[src/rtl/dvp_camera_source.sv]
// Purpose: DVP (OV7670-style) sensor-side pixel source producing RGB565 test patterns, high byte first.
// Latency: v_sync/h_ref/data_out are registered and only update in pclk fall slots (pclk 1->0 cycles).
// Backpressure: none; free-running source, enable and pattern_sel take effect only at frame boundaries.
// Ports: clk_25 / reset_n - sole clock and async active-low reset
//        enable, pattern_sel - run control and pattern choice (0 ramp, 1 solid, 2 checker, 3 bars)
//        pclk, v_sync, h_ref, data_out - DVP bus towards the capture path
//        frame_done, frame_count - end-of-frame pulse and completed-frame counter
module dvp_camera_source #(
   parameter int unsigned H_ACTIVE    = 640,
   parameter int unsigned H_TOTAL     = 784,
   parameter int unsigned V_TOTAL     = 510,
   parameter int unsigned VSYNC_LINES = 3,
   parameter int unsigned V_START     = 17,
   parameter int unsigned V_ACTIVE    = 480,
   parameter int unsigned BAR_W       = 80,
   parameter logic [15:0] SOLID       = 16'hF800
) (
   input  logic       clk_25,
   input  logic       reset_n,
   input  logic       enable,
   input  logic [1:0] pattern_sel,
   output logic       pclk,
   output logic       v_sync,
   output logic       h_ref,
   output logic [7:0] data_out,
   output logic       frame_done,
   output logic [7:0] frame_count
);

   // Widths sized to hold the terminal values (not just the last index)
   localparam int BW = $clog2(2 * H_TOTAL + 1);
   localparam int LW = $clog2(V_TOTAL + 1);
   localparam int PW = (BAR_W > 1) ? $clog2(BAR_W) : 1;

   localparam logic [BW-1:0] BYTE_LAST = BW'(2 * H_TOTAL - 1);
   localparam logic [BW-1:0] BYTE_ACT  = BW'(2 * H_ACTIVE);
   localparam logic [LW-1:0] LINE_LAST = LW'(V_TOTAL - 1);
   localparam logic [LW-1:0] VS_END    = LW'(VSYNC_LINES);
   localparam logic [LW-1:0] ACT_START = LW'(V_START);
   localparam logic [LW-1:0] ACT_END   = LW'(V_START + V_ACTIVE);
   localparam logic [PW-1:0] BAR_LAST  = PW'(BAR_W - 1);

   typedef enum logic {
      IDLE = 1'b0,
      RUN  = 1'b1
   } state_t;

   state_t          state, state_nx;
   logic [BW-1:0]   byte_cnt, byte_nx;
   logic [LW-1:0]   line_cnt, line_nx;
   logic [1:0]      pat_q, pat_nx;
   logic [PW-1:0]   bar_px, bar_px_nx;
   logic [2:0]      bar_idx, bar_idx_nx;
   logic            frame_end;

   logic            vs_nx;
   logic            href_nx;
   logic [7:0]      data_nx;
   logic [15:0]     pixel;
   logic [15:0]     pix_x;
   logic [15:0]     pix_y;

   // pclk is about to fall on this edge, so this is the slot that drives the bus
   logic fall_slot;
   logic last_slot;
   assign fall_slot = pclk;
   assign last_slot = (state == RUN) && (byte_cnt == BYTE_LAST) && (line_cnt == LINE_LAST);

   function automatic logic [15:0] bar_colour(input logic [2:0] idx);
      logic [15:0] c;
      c = 16'h0000;
      case (idx)
         3'd0:    c = 16'hFFFF;
         3'd1:    c = 16'hFFE0;
         3'd2:    c = 16'h07FF;
         3'd3:    c = 16'h07E0;
         3'd4:    c = 16'hF81F;
         3'd5:    c = 16'hF800;
         3'd6:    c = 16'h001F;
         default: c = 16'h0000;
      endcase
      return c;
   endfunction

   // State and timing-counter register
   always_ff @(posedge clk_25 or negedge reset_n) begin
      if (!reset_n) begin
         state    <= IDLE;
         byte_cnt <= '0;
         line_cnt <= '0;
         pat_q    <= 2'd0;
         bar_px   <= '0;
         bar_idx  <= 3'd0;
      end else begin
         state    <= state_nx;
         byte_cnt <= byte_nx;
         line_cnt <= line_nx;
         pat_q    <= pat_nx;
         bar_px   <= bar_px_nx;
         bar_idx  <= bar_idx_nx;
      end
   end

   // Next state: counters describe the byte slot currently on the bus
   always_comb begin
      state_nx   = state;
      byte_nx    = byte_cnt;
      line_nx    = line_cnt;
      pat_nx     = pat_q;
      bar_px_nx  = bar_px;
      bar_idx_nx = bar_idx;
      frame_end  = 1'b0;
      if (fall_slot) begin
         case (state)
            IDLE: begin
               if (enable) begin
                  state_nx   = RUN;
                  byte_nx    = '0;
                  line_nx    = '0;
                  pat_nx     = pattern_sel;
                  bar_px_nx  = '0;
                  bar_idx_nx = 3'd0;
               end
            end
            RUN: begin
               if (last_slot) begin
                  frame_end  = 1'b1;
                  byte_nx    = '0;
                  line_nx    = '0;
                  bar_px_nx  = '0;
                  bar_idx_nx = 3'd0;
                  if (enable) begin
                     pat_nx = pattern_sel;
                  end else begin
                     state_nx = IDLE;
                  end
               end else if (byte_cnt == BYTE_LAST) begin
                  byte_nx    = '0;
                  line_nx    = line_cnt + LW'(1);
                  bar_px_nx  = '0;
                  bar_idx_nx = 3'd0;
               end else begin
                  byte_nx = byte_cnt + BW'(1);
                  // An odd byte ends a pixel, so the next byte starts a new one
                  if (byte_cnt[0]) begin
                     if (bar_px == BAR_LAST) begin
                        bar_px_nx = '0;
                        if (bar_idx != 3'd7) begin
                           bar_idx_nx = bar_idx + 3'd1;
                        end
                     end else begin
                        bar_px_nx = bar_px + PW'(1);
                     end
                  end
               end
            end
            default: state_nx = IDLE;
         endcase
      end
   end

   // Output decode for the slot being entered
   always_comb begin
      pix_x   = 16'(byte_nx >> 1);
      pix_y   = 16'(line_nx) - 16'(V_START);
      pixel   = 16'h0000;
      vs_nx   = 1'b0;
      href_nx = 1'b0;
      data_nx = 8'h00;
      case (pat_nx)
         2'd0:    pixel = pix_x + pix_y;
         2'd1:    pixel = SOLID;
         2'd2:    pixel = (pix_x[3] ^ pix_y[3]) ? 16'hFFFF : 16'h0000;
         default: pixel = bar_colour(bar_idx_nx);
      endcase
      if (state_nx == RUN) begin
         vs_nx   = (line_nx < VS_END);
         href_nx = (line_nx >= ACT_START) && (line_nx < ACT_END) && (byte_nx < BYTE_ACT);
         if (href_nx) begin
            data_nx = byte_nx[0] ? pixel[7:0] : pixel[15:8];
         end
      end
   end

   // Output register: bus changes only in fall slots, so it is stable at the next pclk rise
   always_ff @(posedge clk_25 or negedge reset_n) begin
      if (!reset_n) begin
         pclk        <= 1'b0;
         v_sync      <= 1'b0;
         h_ref       <= 1'b0;
         data_out    <= 8'h00;
         frame_done  <= 1'b0;
         frame_count <= 8'h00;
      end else begin
         pclk       <= ~pclk;
         frame_done <= frame_end;
         if (frame_end) begin
            frame_count <= frame_count + 8'd1;
         end
         if (fall_slot) begin
            v_sync   <= vs_nx;
            h_ref    <= href_nx;
            data_out <= data_nx;
         end
      end
   end

endmodule

[config.mk]
export PLATFORM = sky130hd
export DESIGN_NAME = dvp_camera_source
export DESIGN_NICKNAME = d
export VERILOG_FILES = /design/src/rtl/dvp_camera_source.sv
export SDC_FILE = /design/constraint.sdc
export NUM_CORES = 1
export LEC_CHECK = 0
export CORE_MARGIN = 2
export CORE_UTILIZATION = 54
export DETAILED_ROUTE_END_ITERATION = 10
export PLACE_DENSITY = 0.77
export SYNTH_ARGS = -nofsm -noshare
export SYNTH_HDL_FRONTEND = slang
export SYNTH_SLANG_ARGS = --single-unit
[constraint.sdc]
create_clock -name clk_25 -period 4.4 [get_ports clk_25]
set_input_delay 0.44 -clock clk_25 [delete_from_list [all_inputs] [get_ports clk_25]]
set_output_delay 0.44 -clock clk_25 [all_outputs]
set_load 0.05 [all_outputs]
==> summary.md <==
| Metric | Value |
|---|---|
| Distinct cell type count after synthesis | `73` |
| DRC | `0` |
| GPL Wtd Cong | `slightly above 0.9` |
| 1st-pass router iterations | `5` |
| Critical-path cell list | `nor4bb_4, nand3_1, or3_4, o21ai_4, inv_1, ha_2, nand2_2, a21oi_1, xnor2_1, ha_1, or2_2, a21oi_1, a31oi_1, a31o_2, or4_1, and4_1, o32ai_1` |
| Relative slew slack | `between 50% and 60%` |
| Worst-Skew Late Latency | `~0.31 ns` |
| Final period util | `between 90% and 100%` |
| # fillers | `580` |
| Hold Fails Final Rpt | `0` |
| Worst slew pin tran | `0.686 ns` |
| Post-route insts no fill | `a little under 600` |
| Final min period | `4.21 ns` |
| Mapped Avg Cell Area | `8.68 sq um` |
| DP Wirelength | `7980 microns` |
| Multi-input gate area | `0.00243 sq mm` |
| Sequential area share after synthesis | `roughly 34%` |
| Setup CP Type | `reg2reg` |
| Initial antenna violation count | `0` |
| Final #Nets | `523` |
| Die height | `88.4 microns` |
| Clk buf depth | `2` |
| Register Area | `around 0.0013 sq mm` |
| Outcome | `finished clean` |
| CP startpoint kind | `flip-flop` |
| RSZ-0062 raised after global routing | `true` |
| Ant. Diodes | `0` |
| Layout cells sized above 1 | `roughly 16%` |
| Ys async rst share | `100%` |
| Final setup viols | `0` |
| Crit end category | `flip-flop` |
| CTS tree | `done` |
| EDFF count, synth | `0` |
| CTS H-tree depth | `2` |
| Cell Area, Synth | `between 0.003 and 0.004 sq mm` |
| Worst min-delay path category | `in2async` |
| Vias in the first global route | `~3700` |
| Max cap viols | `0` |
| GRT overflow | `0` |
| Area grow syn2layout | `20.4%` |
| Delay-heaviest family, CP | `simple AND/OR/NAND/NOR gates` |
| Initial Utilization | `between 50% and 60%` |
| Num rows | `30` |
| Total Routing Usage GR | `around 30%` |
| DIE WIDTH | `88.4 microns` |
| DRT antenna net count | `0` |
| TritonCTS Buffers | `5` |
| Arrival time worst endpoint | `4.43 ns` |
| # clock sinks | `53` |
| Pleak | `~0.0020 uW` |
| DR iter-0 viols | `roughly 280` |
| Max Freq | `roughly 240 MHz` |
| Synth warn | `0` |
| Required time worst endpoint | `around 4.6 ns` |
| DR WL/cell | `around 18 microns` |
| Clock Root Buffer | `clkbuf_8` |
| Final Skew | `0.0123 ns` |
| Worst path bufs/invs | `1` |
| Setup Total Neg Slack | `0 ns` |
| Cell mode on critical path | `a21oi_1` |
| Cells after Synth | `between 400 and 500` |
| Power Dens Cells | `between 150 and 200 mW/mm^2` |
| DR vias | `3837` |
| Maximum vdd drop | `roughly 0.12 mV` |
| Largest net degree at the start of global routing | `54` |
| Worst-path clk slew | `about 0.1 ns` |
| Placed insts | `slightly below 600` |
| WL final | `between 10000 and 15000 microns` |
| PortBufs | `24` |
| Post-synth top flop | `dfrtp_1` |
| Boundary pin count | `25` |
| Core Footprint | `roughly 0.007 sq mm` |
| First-pass GRT wire length | `18000 microns` |
| Die ar. | `roughly 0.0078 sq mm` |
| Maximum fanout along the worst path | `6` |
| Core Util, Final | `between 60% and 70%` |
| Critical path's largest stage delay | `approximately 0.46 ns` |
| Fin. max-slew vios | `0` |
| Drt via density | `roughly 6.4` |
| Crit-path slowest cell | `dfrtp_2` |
| Synthesized flop and latch total | `53` |
| Post-Synthesis Net Count | `468` |
## per-layer routing
metal / up-vias / track usage, % / wire length (microns)
met1: 1840 / 38.8 / 4720
li1: 1780 / - / -
met4: 0 / 12.5 / 399
met3: 40 / 4.66 / 582
met2: 177 / 47.3 / 5160
met5: - / 0 / 0
## cell usage after synthesis (5+ instances only)
master,count,area [sq um]
xor2_1,5,43.8
a21o_1,8,60.1
nand4_1,14,87.6
nor2_1,22,82.6
nand2_1,45,169
nor3_1,13,65.1
clkbuf_1,11,41.3
or2_2,5,31.3
nand3_1,18,90.1
o21ai_0,37,185
a31oi_1,7,43.8
a22oi_1,6,45.0
o31ai_1,5,37.5
dfrtp_1,53,1330
ha_1,19,238
and3_1,5,31.3
a22o_1,7,61.3
a21oi_1,28,140
inv_1,27,101
xnor2_1,15,131
## worst reg2reg max path: cells and delay by family, from the launching register on
family	cells	cell delay [ns]
AND/OR/NAND/NOR	7	1.88
flip-flops	1	0.46
buffers and inverters	1	0.10
XOR/XNOR	1	0.13
AO/OA/AOI/OAI	6	1.02
adder cells (fa/ha/maj)	2	0.52
## layout make-up
cell class                 instances  share of cell area [%]
multi-input combinational        347                    52.5
clock buffer                       7                    1.86
sequential                        53                    28.7
inverter                          28                    2.27
timing repair buffer              63                    11.4
clock inverter                     1                   0.648
tap                               96                    2.59
## registers in the layout, summed over array words and instances (netlist names)
name,flops
h_ref,1
bar_px,7
v_sync,1
frame_count,8
byte_cnt,11
data_out,8
pclk,1
line_cnt,9
frame_done,1
bar_idx,3
state,1
pat_q,2
## metrics by stage
stage	total power, uW	cell area [sq um]	hold WS [ns]	setup slack, ns
global route	880	4630	0.300	-0.0447
finish	857	4630	0.241	0.192
CTS	860	4510	0.279	0.0453
detailed placement	514	4380	0.475	-0.0647
floorplan	498	3850	0.144	0.0606
global placement	514	4380	0.462	0.153
## final timing paths
path / slack (ns) / cells after the start / to / start
max in group asynchronous: 3.67 / 2 / byte_cnt[2] / reset_n
min in group clk_25: 0.49 / 1 / v_sync / v_sync
max: 0.19 / 17 / data_out[2] / byte_cnt[7]
max reg2reg: 0.19 / 17 / data_out[2] / byte_cnt[7]
min reg2reg: 0.49 / 1 / v_sync / v_sync
min: 0.24 / 2 / data_out[4] / reset_n
## kinds of logic after synthesis
| group | count (synthesis) | synth area share, % |
|---|---|---|
| AND/OR/NAND/NOR | 158 | 21.8 |
| AO/OA/AOI/OAI | 142 | 25.8 |
| flip-flops | 53 | 34.5 |
| buffers and inverters | 43 | 4.81 |
| XOR/XNOR | 20 | 4.55 |
| adder cells (fa/ha/maj) | 20 | 6.70 |
| multiplexers | 7 | 1.92 |
## what timing repair did
item / in CTS / in global routing
gates resized for setup: 3 / 21
endpoints found under the setup margin: 1 / 6
pin swaps: 0 / 3
hold endpoints to repair: 0 / 0
buffers inserted: 0 / 4
hold buffers: 0 / 0
## cell usage in the layout (no fill, tap or decap), types with 8 or more instances in the layout
| cell | instances |
|---|---|
| inv_1 | 27 |
| nand3_1 | 18 |
| a21oi_1 | 27 |
| nor3_1 | 12 |
| clkdlybuf4s50_1 | 23 |
| o21ai_0 | 32 |
| buf_4 | 39 |
| xnor2_1 | 15 |
| dfrtp_1 | 50 |
| a21o_1 | 8 |
| nor2_1 | 22 |
| ha_1 | 17 |
| nand2_1 | 44 |
| nand4_1 | 14 |
## power by group
part | internal [uW] | switching [uW] | total, uW
registers | 487 | 0 | 487
logic | 4.63 | 12.6 | 17.3
clock network | 186 | 167 | 353
total | 677 | 180 | 857
(Power assumes the default switching activity.)
